## src/rtl/digit_entry_ctrl_if.sv

```systemverilog
// -----------------------------------------------------------------------------
// digit_entry_ctrl_if
// Purpose : Bundles the key/digit inputs and the operand/handshake outputs of
//           digit_entry_ctrl into one interface so the keypad side, the
//           consumer side and the controller share a single connection.
// Parameter:
//   NDIG        maximum number of BCD digits per operand (1..8)
// Signals:
//   keystrobe   one-cycle pulse per key press, aligned with keycode
//   keycode     raw key code; 10 enter, 11 clear, 12 backspace, 13-15 ignored
//   isdig       one-cycle pulse, digitCode holds a decoded digit
//   digitCode   decoded digit 0-9
//   value_ack   consumer accepts the held operand
//   entry_bcd   operand being built/held, nibble 0 = least-significant digit
//   digit_count number of digits currently entered
//   value_valid completed operand held on entry_bcd
//   overflow    one-cycle pulse, digit rejected because operand full
//   busy        digit_count != 0 or value_valid
// Modports:
//   master      keypad/consumer side (drives keys and ack)
//   slave       controller side (drives operand and status)
// -----------------------------------------------------------------------------
interface digit_entry_ctrl_if #(
   parameter int NDIG = 4
);
   localparam int CW = $clog2(NDIG + 1);

   logic                keystrobe;
   logic [3:0]          keycode;
   logic                isdig;
   logic [3:0]          digitCode;
   logic                value_ack;
   logic [4*NDIG-1:0]   entry_bcd;
   logic [CW-1:0]       digit_count;
   logic                value_valid;
   logic                overflow;
   logic                busy;

   modport master (
      output keystrobe, keycode, isdig, digitCode, value_ack,
      input  entry_bcd, digit_count, value_valid, overflow, busy
   );

   modport slave (
      input  keystrobe, keycode, isdig, digitCode, value_ack,
      output entry_bcd, digit_count, value_valid, overflow, busy
   );
endinterface

```

## src/rtl/digit_entry_ctrl.sv

```systemverilog
// -----------------------------------------------------------------------------
// digit_entry_ctrl
// Purpose : Assembles decoded digits MSD-first into a multi-digit BCD operand,
//           handles the enter / clear / backspace function keys, holds the
//           completed operand under a valid/ack handshake and pulses overflow
//           when a digit arrives while the operand is already full.
// Parameter:
//   NDIG   maximum number of BCD digits per operand (1..8)
// Ports:
//   clk    system clock, rising edge
//   nrst   asynchronous active-low reset
//   bus    digit_entry_ctrl_if.slave (keys, digits, ack in; operand/status out)
// Optional feature macro:
//   BACKSPACE_EN  when defined, keycode 12 removes the last entered digit;
//                 when undefined keycode 12 is ignored like 13-15.
// -----------------------------------------------------------------------------
module digit_entry_ctrl #(
   parameter int NDIG = 4
) (
   input  logic                clk,
   input  logic                nrst,
   digit_entry_ctrl_if.slave   bus
);

   localparam int CW = $clog2(NDIG + 1);
   localparam logic [CW-1:0] FULL_COUNT = CW'(NDIG);

   typedef enum logic {
      ENTRY = 1'b0,
      HOLD  = 1'b1
   } state_e;

   state_e            state_q, state_d;
   logic [4*NDIG-1:0] entry_q, entry_d;
   logic [CW-1:0]     count_q, count_d;
   logic              overflow_q, overflow_d;

   logic              clearEv;
   logic              enterEv;
   logic              digitEv;
   logic [4*NDIG-1:0] shiftedIn;
`ifdef BACKSPACE_EN
   logic              backEv;
`endif

   // Key decoding. Function keys only count with keystrobe; digits come
   // solely from the decoder, and a decoder code above 9 is not a digit.
   always_comb begin
      clearEv = bus.keystrobe && (bus.keycode == 4'd11);
      enterEv = bus.keystrobe && (bus.keycode == 4'd10);
      digitEv = bus.isdig && (bus.digitCode <= 4'd9);
   end

`ifdef BACKSPACE_EN
   // Backspace decode exists only in the backspace-enabled build.
   always_comb begin
      backEv = bus.keystrobe && (bus.keycode == 4'd12);
   end
`endif

   // New digit enters at nibble 0 and older digits move up one nibble; with a
   // single-digit operand there is nothing to move.
   generate
      if (NDIG == 1) begin : g_shift_one
         assign shiftedIn = bus.digitCode;
      end else begin : g_shift_many
         assign shiftedIn = {entry_q[4*NDIG-5:0], bus.digitCode};
      end
   endgenerate

   // State and operand registers; reset clears everything immediately.
   always_ff @(posedge clk or negedge nrst) begin
      if (!nrst) begin
         state_q    <= ENTRY;
         entry_q    <= '0;
         count_q    <= '0;
         overflow_q <= 1'b0;
      end else begin
         state_q    <= state_d;
         entry_q    <= entry_d;
         count_q    <= count_d;
         overflow_q <= overflow_d;
      end
   end

   // Next-state logic. The if/else chain encodes the event priority
   // clear > enter > backspace > digit, so at most one event acts per cycle.
   // In HOLD only ack and clear do anything; everything else is dropped
   // silently, including digits (no overflow pulse).
   always_comb begin
      state_d    = state_q;
      entry_d    = entry_q;
      count_d    = count_q;
      overflow_d = 1'b0;
      case (state_q)
         ENTRY: begin
            if (clearEv) begin
               entry_d = '0;
               count_d = '0;
            end else if (enterEv) begin
               if (count_q != '0) begin
                  state_d = HOLD;
               end
`ifdef BACKSPACE_EN
            end else if (backEv) begin
               if (count_q != '0) begin
                  entry_d = entry_q >> 4;
                  count_d = count_q - CW'(1);
               end
`endif
            end else if (digitEv) begin
               if (count_q < FULL_COUNT) begin
                  entry_d = shiftedIn;
                  count_d = count_q + CW'(1);
               end else begin
                  overflow_d = 1'b1;
               end
            end
         end
         HOLD: begin
            if (bus.value_ack || clearEv) begin
               state_d = ENTRY;
               entry_d = '0;
               count_d = '0;
            end
         end
         default: begin
            state_d = ENTRY;
            entry_d = '0;
            count_d = '0;
         end
      endcase
   end

   // Outputs are taken straight from registers, so each event shows up the
   // cycle after the edge that sampled it.
   always_comb begin
      bus.entry_bcd   = entry_q;
      bus.digit_count = count_q;
      bus.value_valid = (state_q == HOLD);
      bus.overflow    = overflow_q;
      bus.busy        = (count_q != '0) || (state_q == HOLD);
   end

endmodule
```

## src/flat_wrapper.sv

```systemverilog
// flat-port wrapper written by rule: the top's interface ports become plain ports
module digit_entry_ctrl_flat 
#(
   parameter int NDIG = 4
)
  (clk, nrst, bus_keystrobe, bus_keycode, bus_isdig, bus_digitCode, bus_value_ack, bus_entry_bcd, bus_digit_count, bus_value_valid, bus_overflow, bus_busy);
  digit_entry_ctrl_if #(.NDIG(NDIG)) bus_i ();
  input  logic clk;
  input  logic nrst;
  input wire logic [$bits(bus_i.keystrobe)-1:0] bus_keystrobe;
  input wire logic [$bits(bus_i.keycode)-1:0] bus_keycode;
  input wire logic [$bits(bus_i.isdig)-1:0] bus_isdig;
  input wire logic [$bits(bus_i.digitCode)-1:0] bus_digitCode;
  input wire logic [$bits(bus_i.value_ack)-1:0] bus_value_ack;
  output wire logic [$bits(bus_i.entry_bcd)-1:0] bus_entry_bcd;
  output wire logic [$bits(bus_i.digit_count)-1:0] bus_digit_count;
  output wire logic [$bits(bus_i.value_valid)-1:0] bus_value_valid;
  output wire logic [$bits(bus_i.overflow)-1:0] bus_overflow;
  output wire logic [$bits(bus_i.busy)-1:0] bus_busy;
  assign bus_i.keystrobe = bus_keystrobe;
  assign bus_i.keycode = bus_keycode;
  assign bus_i.isdig = bus_isdig;
  assign bus_i.digitCode = bus_digitCode;
  assign bus_i.value_ack = bus_value_ack;
  assign bus_entry_bcd = bus_i.entry_bcd;
  assign bus_digit_count = bus_i.digit_count;
  assign bus_value_valid = bus_i.value_valid;
  assign bus_overflow = bus_i.overflow;
  assign bus_busy = bus_i.busy;
  digit_entry_ctrl #(.NDIG(NDIG)) u_core (.clk(clk), .nrst(nrst), .bus(bus_i));
endmodule
```

## config.mk

```make
export PLATFORM = sky130hd
export DESIGN_NAME = digit_entry_ctrl_flat
export DESIGN_NICKNAME = d
export VERILOG_FILES = /design/src/rtl/digit_entry_ctrl_if.sv /design/src/rtl/digit_entry_ctrl.sv /design/src/flat_wrapper.sv
export SDC_FILE = /design/constraint.sdc
export NUM_CORES = 1
export LEC_CHECK = 0
export CAP_MARGIN = 20
export CORE_ASPECT_RATIO = 1.75
export CORE_MARGIN = 2
export CORE_UTILIZATION = 44
export CTS_BUF_LIST = sky130_fd_sc_hd__clkbuf_8
export DETAILED_ROUTE_END_ITERATION = 8
export HOLD_SLACK_MARGIN = 0.02
export PLACE_DENSITY = 0.78
export SYNTH_ARGS = -nofsm -noshare
export SYNTH_HDL_FRONTEND = slang
export SYNTH_SLANG_ARGS = --single-unit
```

## constraint.sdc

```tcl
create_clock -name clk -period 1.4 [get_ports clk]
set_clock_uncertainty 0.1 [all_clocks]
set_input_delay 0.21 -clock clk [delete_from_list [all_inputs] [get_ports clk]]
set_output_delay 0.21 -clock clk [all_outputs]
set_load 0.05 [all_outputs]
```

Word level (Yosys, flattened, before mapping) --
Index checks and enable logic that the tools add are counted. W data, S select, Z words.
Word-level totals: input port bits 13, output and inout bits 22, flip-flop bits (word level) 21
Cells by class: add/sub/neg operators 1, $lt $le $gt $ge 2, equality and inequality tests 6, bitwise gates (word level) 1, multiplexer cells 22, reduce and logical (&&, ||, !) cells 7
Operators with widths (number):
- $mux W16 | 5
- $pmux W16 S2 | 1
- $mux W3 | 5
- $mux W1 | 9
- $eq A4 B4 Y1 const B | 2
- $ne A3 B1 Y1 const B | 2
- $pmux W3 S2 | 1
- $le A4 B4 Y1 const B | 1
- $reduce_and A4 Y1 | 1
- $add A3 B1 Y3 const B | 1
- $logic_and A1 B1 Y1 | 3
- $lt A3 B3 Y1 const B | 1
- $ne A3 B2 Y1 const B | 1
- $reduce_bool A3 Y1 | 1
- $logic_or A1 B1 Y1 | 2
- $ne A2 B2 Y1 const B | 1
- $pmux W1 S2 | 1
- $not A1 Y1 | 1

Logic depth before layout (Yosys ltp) --
Gate-level depths: netlist of run 1.
depth after elaboration 6, gate-level depth with buffers 4, mapped depth without buffers 4

Worst setup path after synthesis of run 1 --
Ideal clock, no wire load.
path type register -> output, start point reg u_core.count_q[0] (netlist: u_core.bus.digit_count[0]), end point out bus_busy, path buffers 0, data required time 1090 ps, cell stages (with the launch flop) 5, slack -362 ps, data arrival time 1452 ps, cells stage by stage dfrtp_1 > inv_1 > ha_1 > nor2b_1 > nand2_1
On the way: cells in the longest elaborated chain, start to end 2
RTL lines:
- start, declared | RTL line digit_entry_ctrl.sv:35 | logic [CW-1:0] count_q, count_d;
- start signal, assigned | RTL line digit_entry_ctrl.sv:81 | count_q <= count_d;
- $reduce_bool A3 Y1 | RTL line digit_entry_ctrl.sv:142 | bus.busy = (count_q != '0) || (state_q == HOLD);
- $logic_or A1 B1 Y1 | RTL line digit_entry_ctrl.sv:142
- end, declared | RTL line flat_wrapper.sv:19 | output wire logic [$bits(bus_i.busy)-1:0] bus_busy;
Every way passes these cells.

Worst setup path in the final report of run 1 --
start point reg u_core.count_q[1] (netlist: u_core.bus.digit_count[1]), end point out bus_busy
The elaborated chain is that of the path after synthesis.

==> results of run 1 <==
[critical path, cell delays in order, from the launching register on]
cell and delay, ps:
sky130_fd_sc_hd__dfrtp_2 430, sky130_fd_sc_hd__inv_2 90, sky130_fd_sc_hd__ha_4 120, sky130_fd_sc_hd__nor2b_4 140
sky130_fd_sc_hd__nand2_2 70, sky130_fd_sc_hd__buf_12 150
[synthesized netlist by cell type]
cell	number	area share
sky130_fd_sc_hd__mux2_4	9	0.11
sky130_fd_sc_hd__o41ai_1	1	0.0074
sky130_fd_sc_hd__inv_1	19	0.060
sky130_fd_sc_hd__buf_6	1	0.0095
sky130_fd_sc_hd__a221oi_1	18	0.13
sky130_fd_sc_hd__mux2i_1	1	0.0085
sky130_fd_sc_hd__clkbuf_1	5	0.016
sky130_fd_sc_hd__a211o_1	1	0.0074
sky130_fd_sc_hd__dfrtp_1	21	0.44
sky130_fd_sc_hd__nor2b_1	1	0.0053
sky130_fd_sc_hd__nand2_1	1	0.0032
sky130_fd_sc_hd__nor2b_2	1	0.0074
sky130_fd_sc_hd__a221o_1	1	0.0085
sky130_fd_sc_hd__buf_2	3	0.013
sky130_fd_sc_hd__mux2_2	8	0.076
sky130_fd_sc_hd__nand4b_2	1	0.013
sky130_fd_sc_hd__and4b_1	1	0.0085
sky130_fd_sc_hd__nand4b_4	1	0.020
sky130_fd_sc_hd__and4_2	1	0.0085
sky130_fd_sc_hd__a41oi_1	1	0.0074
sky130_fd_sc_hd__ha_1	2	0.021
sky130_fd_sc_hd__o21ai_2	1	0.0074
[through the flow]
step / total power [µW] / setup slack [ps] / area [µm²] / TNS (ps) / instances
6_report: 5110 / -159 / 2060 / -411 / 175
5_1_grt: 5320 / -205 / 2060 / -920 / 175
4_1_cts: 5080 / -144 / 2050 / -1090 / 174
3_5_place_dp: 4500 / -364 / 1890 / -6960 / 163
3_3_place_gp: 4400 / -334 / 1890 / -6130 / 163
2_1_floorplan: 2830 / -185 / 1200 / -2200 / 99
[logic make-up (layout without fill, tap and decap cells)]
family,Yosys count,after routing,synth area share
AOI/OAI and AO/OA,23,23,0.171
adders and majority gates,2,2,0.0212
buffers and inverters,28,78,0.0984
DFF,21,21,0.444
muxes,18,18,0.199
and+or+nand+nor,7,7,0.0656
[what timing repair did]
item                       CTS  global route
hold buffers                 0             0
setup endpoints to repair   21            18
setup buffers                6             2
pin swaps                    2             0
cloned                       1             0
resized for setup           19             4
[worst min-delay path by stage]
stage                          start                         to  slack (ps)  cells after the start
CTS                             nrst     u_core.bus.value_valid         190                      2
global placement                nrst     u_core.bus.value_valid         470                      2
detailed placement              nrst     u_core.bus.value_valid         470                      2
floorplan                       nrst  u_core.bus.digit_count[0]        -190                      0
global route        bus_digitCode[3]    u_core.bus.entry_bcd[3]         160                      2
finish              bus_digitCode[3]    u_core.bus.entry_bcd[3]         160                      2
[metal layers]
metal | share of wire | routed length, µm | vias up
met4 | 0.033 | 108 | 0
met5 | 0 | 0 | -
li1 | - | - | 470
met1 | 0.36 | 1180 | 527
met3 | 0.043 | 143 | 12
met2 | 0.56 | 1860 | 43
[registers in the layout, summed over array words and instances, names as in the netlist]
| name | cells |
|---|---|
| u_core.bus.overflow | 1 |
| u_core.bus.entry_bcd | 16 |
| u_core.bus.digit_count | 3 |
| u_core.bus.value_valid | 1 |
[where the power goes]
part           switching, µW  total [µW]  internal [µW]  leakage, µW
clock                    191         386            195    0.0000269
sequential               336        1220            885     0.000258
combinational           1670        3500           1830     0.000712
total                   2200        5110           2910     0.000997
[cell type report]
| cell class | instances | share of cell area |
|---|---|---|
| sequential | 21 | 0.258 |
| timing repair buffer | 55 | 0.380 |
| clock inverter | 1 | 0.00182 |
| tap | 26 | 0.0158 |
| inverter | 19 | 0.0346 |
| multi-input combinational | 50 | 0.290 |
| clock buffer | 3 | 0.0200 |
==> results.tsv, run 1 <==
metric	value	unit
timing.max_slew.rel_slack	0.773	
num_vias	1052	
crit_fanout	2	
antenna_found_initial	0	
globalRouteMet2Util	0.386	
post-route-util	0.816	
regToRegStartpoint	u_core.bus.value_valid	
postSynthCellCount	99	
grt_first_pass_wirelength	5440	µm
fin_hold_ws	163	ps
cts_inserted_buffers	3	
leakage	0.000997	µW
area_growth_syn_to_layout	74.2	%
antenna_left	0	
clockRootBuffer	sky130_fd_sc_hd__clkbuf_8	
placementRows	24	
die_width	43.2	µm
drv_cap	0	
ff2ff_path_depth	4	
post_cts_clock_slew_at_the_launch_and_capture_registers_of_the_worst_setup_and_hold_paths	80	ps
hold_violations	0	
tritoncts	yes	
clkLatencyLatePin	260	ps
hold_path_class	input pin to flop	
finalCriticalPeriod	1560	ps
critical_path.endpoint	bus_busy	
grt_start_max_net_pins	23	
unrepaired_setup_endpoints_after_global_routing	true	
hpwl	2140	µm
cts.path.max_buffers	2	
start_util	0.469	
period_share	1.11	
average_cell_area_after_synthesis	11.9	µm²
failed_checks	setup timing	
crit_path_arrival_time	1250	ps
grt_busiest_layer	met2	
cp_endpoint_kind	output port	
timing.final.setup_violations	9	
track_usage	0.229	
synth_nets	114	
num_antenna_cells	0	
detail_route.wl_per_cell	18.8	µm
first_global_vias	1121	
final-seq-area	531	µm²
peakVddDrop	1820	µV
multiInputGateArea	597	µm²
ys_warn_count	0	
most_frequent_standard_cell_in_the_layout_excluding_fill_and_tap_cells	sky130_fd_sc_hd__buf_12	
globalRouteOverflowTotal	0	
numClockSinks	21	
place.gp.congestion	0.789	
final-max-slew-violation-count	0	
final.fill_count	141	
yosysSeqAreaShare	0.444	
drt_wl_total	3300	µm
synth_cell_types	22	
reg2reg_to	u_core.bus.entry_bcd[14]	
drt_first_pass_iters	4	
setup.worst_path.start	u_core.bus.digit_count[1]	
run_status	finished with violations	
power-per-cell-area	2480	nW/µm²
drcViolationCount	0	
startpoint_type	flop	
timing_worst_setup_path_type	flop to output port	
io_pins	35	
reg2reg_setup_slack	-40	ps
commonest_cells_after_routing_fill_and_taps_aside	sky130_fd_sc_hd__buf_12 (25), sky130_fd_sc_hd__inv_1 (18), sky130_fd_sc_hd__dfrtp_1 (17)	
yosys_register_bits	21	
groute.layer.met1.usage	0.287	
post_route_cells_drive_above_1_share	0.537	
synth.cell_area	1180	µm²
detail_route.vias_per_cell	6.01	
cp.required	1090	ps
achievable_clock_frequency	641	MHz
clock_tree.htree_level_count	1	
floorplan.die_area	3130	µm²
dieHeight	72.6	µm
worst_pin_slew	340	ps
portBuffers	34	
dr.first_iter.drc_count	30	
placeableCoreArea	2520	µm²
use_met3	0.0322	
worst_slack	-159	ps
nNetsFinal	165	
(Power assumes the default switching activity.)
==> run 2, diff against run 1 <==
--- a/config.mk
+++ b/config.mk
@@ -8,11 +8,12 @@
 export CAP_MARGIN = 20
 export CORE_ASPECT_RATIO = 1.75
 export CORE_MARGIN = 2
-export CORE_UTILIZATION = 44
+export CORE_UTILIZATION = 52
 export CTS_BUF_LIST = sky130_fd_sc_hd__clkbuf_8
 export DETAILED_ROUTE_END_ITERATION = 8
 export HOLD_SLACK_MARGIN = 0.02
-export PLACE_DENSITY = 0.78
+export PLACE_DENSITY = 0.87
 export SYNTH_ARGS = -nofsm -noshare
 export SYNTH_HDL_FRONTEND = slang
 export SYNTH_SLANG_ARGS = --single-unit
+export TNS_END_PERCENT = 20
==> constraint.sdc (replaced) <==
create_clock -name clk -period 1.98 [get_ports clk]
set_clock_uncertainty 0.1 [all_clocks]
set_input_delay 0.297 -clock clk [delete_from_list [all_inputs] [get_ports clk]]
set_output_delay 0.297 -clock clk [all_outputs]
set_load 0.05 [all_outputs]
==> results.tsv, run 2 (synthesis results as in run 1) <==
metric	value	unit	change
peakVddDrop	1070	µV	-41%
detail_route.vias_per_cell	6.14		+2.1%
route.met2.wl	1500	µm	-19%
finalCriticalPeriod	1920	ps	
power-per-cell-area	1730	nW/µm²	-30%
clockRootBuffer	sky130_fd_sc_hd__clkbuf_8		
floorplan.die_area	2690	µm²	-14%
track_usage	0.245		+0.0151
first_global_vias	989		-12%
largest_reg_flops	16		unchanged
globalRouteOverflowTotal	0		unchanged
antenna_left	0		unchanged
path_buf_inv	1		-1
place.gp.congestion	0.705		-11%
drt_first_pass_iters	4		unchanged
top_metal_layer_carrying_routed_signals	met4		
cp_endpoint_kind	output port		
setup_tns	0	ps	+411 ps
post_cts_setup_buffer_count	0		-6
portBuffers	34		unchanged
post_cts_clock_slew_at_the_launch_and_capture_registers_of_the_worst_setup_and_hold_paths	70	ps	about the same
most_frequent_standard_cell_in_the_layout_excluding_fill_and_tap_cells	sky130_fd_sc_hd__clkdlybuf4s50_1		
regToRegStartpoint	u_core.bus.value_valid		
numClockSinks	21		unchanged
startpoint_type	flop		
total_power	2850	µW	-44%
tritoncts	yes		
cts.path.max_buffers	2		unchanged
crit_path_arrival_time	1530	ps	+280 ps
commonest_cells_after_routing_fill_and_taps_aside	sky130_fd_sc_hd__clkdlybuf4s50_1 (32), sky130_fd_sc_hd__dfrtp_1 (21), sky130_fd_sc_hd__inv_1 (19)		
unrepaired_setup_endpoints_after_global_routing	false		
nNetsFinal	150		-9.1%
die_width	40.0	µm	-7.3%
clock_tree.htree_level_count	1		unchanged
drcViolationCount	0		unchanged
run_status	complete, no violations		
num_antenna_cells	0		unchanged
area_growth_syn_to_layout	39.0	%	
worst_pin_slew	534	ps	+194 ps
cts_inserted_buffers	3		unchanged
leakage	0.000769	µW	-23%
achievable_clock_frequency	520	MHz	
crit_fanout	5		+3
cts-resized-gates	0		-19
dr.first_iter.drc_count	16		-47%
placementRows	22		-8.3%
timing.max_slew.rel_slack	0.643		-0.130
final_area	1640	µm²	-20%
placeableCoreArea	2120	µm²	-16%
hold_path_class	input pin to async pin		
grt_start_max_net_pins	23		unchanged
cp.required	1580	ps	+490 ps
post_route_cells_drive_above_1_share	0.254		-0.283
detail_route.wl_per_cell	17.1	µm	-9.1%
start_util	0.558		+0.0891
antenna_found_initial	0		unchanged
num_vias	970		-7.8%
timing.final.setup_violations	0		-9
cpMaxStageDelayCell	sky130_fd_sc_hd__clkdlybuf4s50_1		
io_pins	35		unchanged
dieHeight	67.1	µm	-7.6%
wirelength_met1	1040	µm	-12%
drv_cap	0		unchanged
cp_top_family	buffers and inverters		
reg2reg_to	u_core.bus.entry_bcd[3]		
place_area	1600	µm²	-15%
hold_violations	0		unchanged
reg2reg_setup_slack	550	ps	+590 ps
slowest_delay	840	ps	+410 ps
ff2ff_path_depth	4		unchanged
timing_worst_setup_path_type	flop to output port		
clkLatencyLatePin	250	ps	about the same
grt_first_pass_wirelength	4620	µm	-15%
cts_hold_buf	0		unchanged
crit_chain	clkdlybuf4s50_1		
final-max-slew-violation-count	0		unchanged
hpwl	1880	µm	-12%
period_share	0.971		
detailroute.wirelength.met3	143	µm	unchanged
drt_wl_total	2710	µm	-18%
==> run 2: cell types whose count changed in the layout (fill, tap and decap cells not counted), moves of 4 or more <==
cell,delta
sky130_fd_sc_hd__buf_12,-21
sky130_fd_sc_hd__buf_4,-9
sky130_fd_sc_hd__buf_6,-4
sky130_fd_sc_hd__clkdlybuf4s50_1,+27
sky130_fd_sc_hd__dfrtp_1,+4
sky130_fd_sc_hd__dfrtp_2,-4
sky130_fd_sc_hd__dlygate4sd2_1,-6
==> run 2: layout make-up <==
class | instances | area, µm²
multi-input combinational | 50 | 541
sequential | 21 | 526
fill | 165 | 475
clock buffer | 3 | 41.3
clock inverter | 1 | 5.00
inverter | 19 | 71.3
timing repair buffer | 40 | 430
tap | 24 | 30.0
==> run 2: per-layer routing <==
metal	vias up	GRT usage
li1	435	-
met5	-	0
met2	44	0.427
met4	0	0.0862
met3	2	0.0267
met1	489	0.289
==> run 2: worst max path at each step <==
stage,cells past startpoint,start,to,slack [ps]
floorplan,4,u_core.bus.digit_count[0],bus_busy,130
global placement,5,bus_keycode[2],u_core.bus.entry_bcd[11],150
detailed placement,5,bus_keycode[2],u_core.bus.entry_bcd[11],90
CTS,1,u_core.bus.digit_count[2],bus_digit_count[2],50
global route,1,u_core.bus.digit_count[2],bus_digit_count[2],30
finish,1,u_core.bus.digit_count[2],bus_digit_count[2],60
==> run 2: power by group <==
part	leakage (µW)	switching [µW]	internal, µW
logic	0.000481	1060	749
clock network	0.0000255	133	140
registers	0.000263	147	621
total	0.000769	1340	1510
==> run 2: through the flow <==
| stage | hold slack [ps] | setup slack, ps | instances | util |
|---|---|---|---|---|
| 2_1_floorplan | -98.6 | 131 | 99 | - |
| 3_3_place_gp | 402 | 149 | 154 | 0.754 |
| 3_5_place_dp | 402 | 92.2 | 154 | 0.754 |
| 4_1_cts | 293 | 51.8 | 158 | 0.776 |
| 5_1_grt | 305 | 32.6 | 158 | 0.776 |
| 6_report | 287 | 56.9 | 158 | 0.776 |
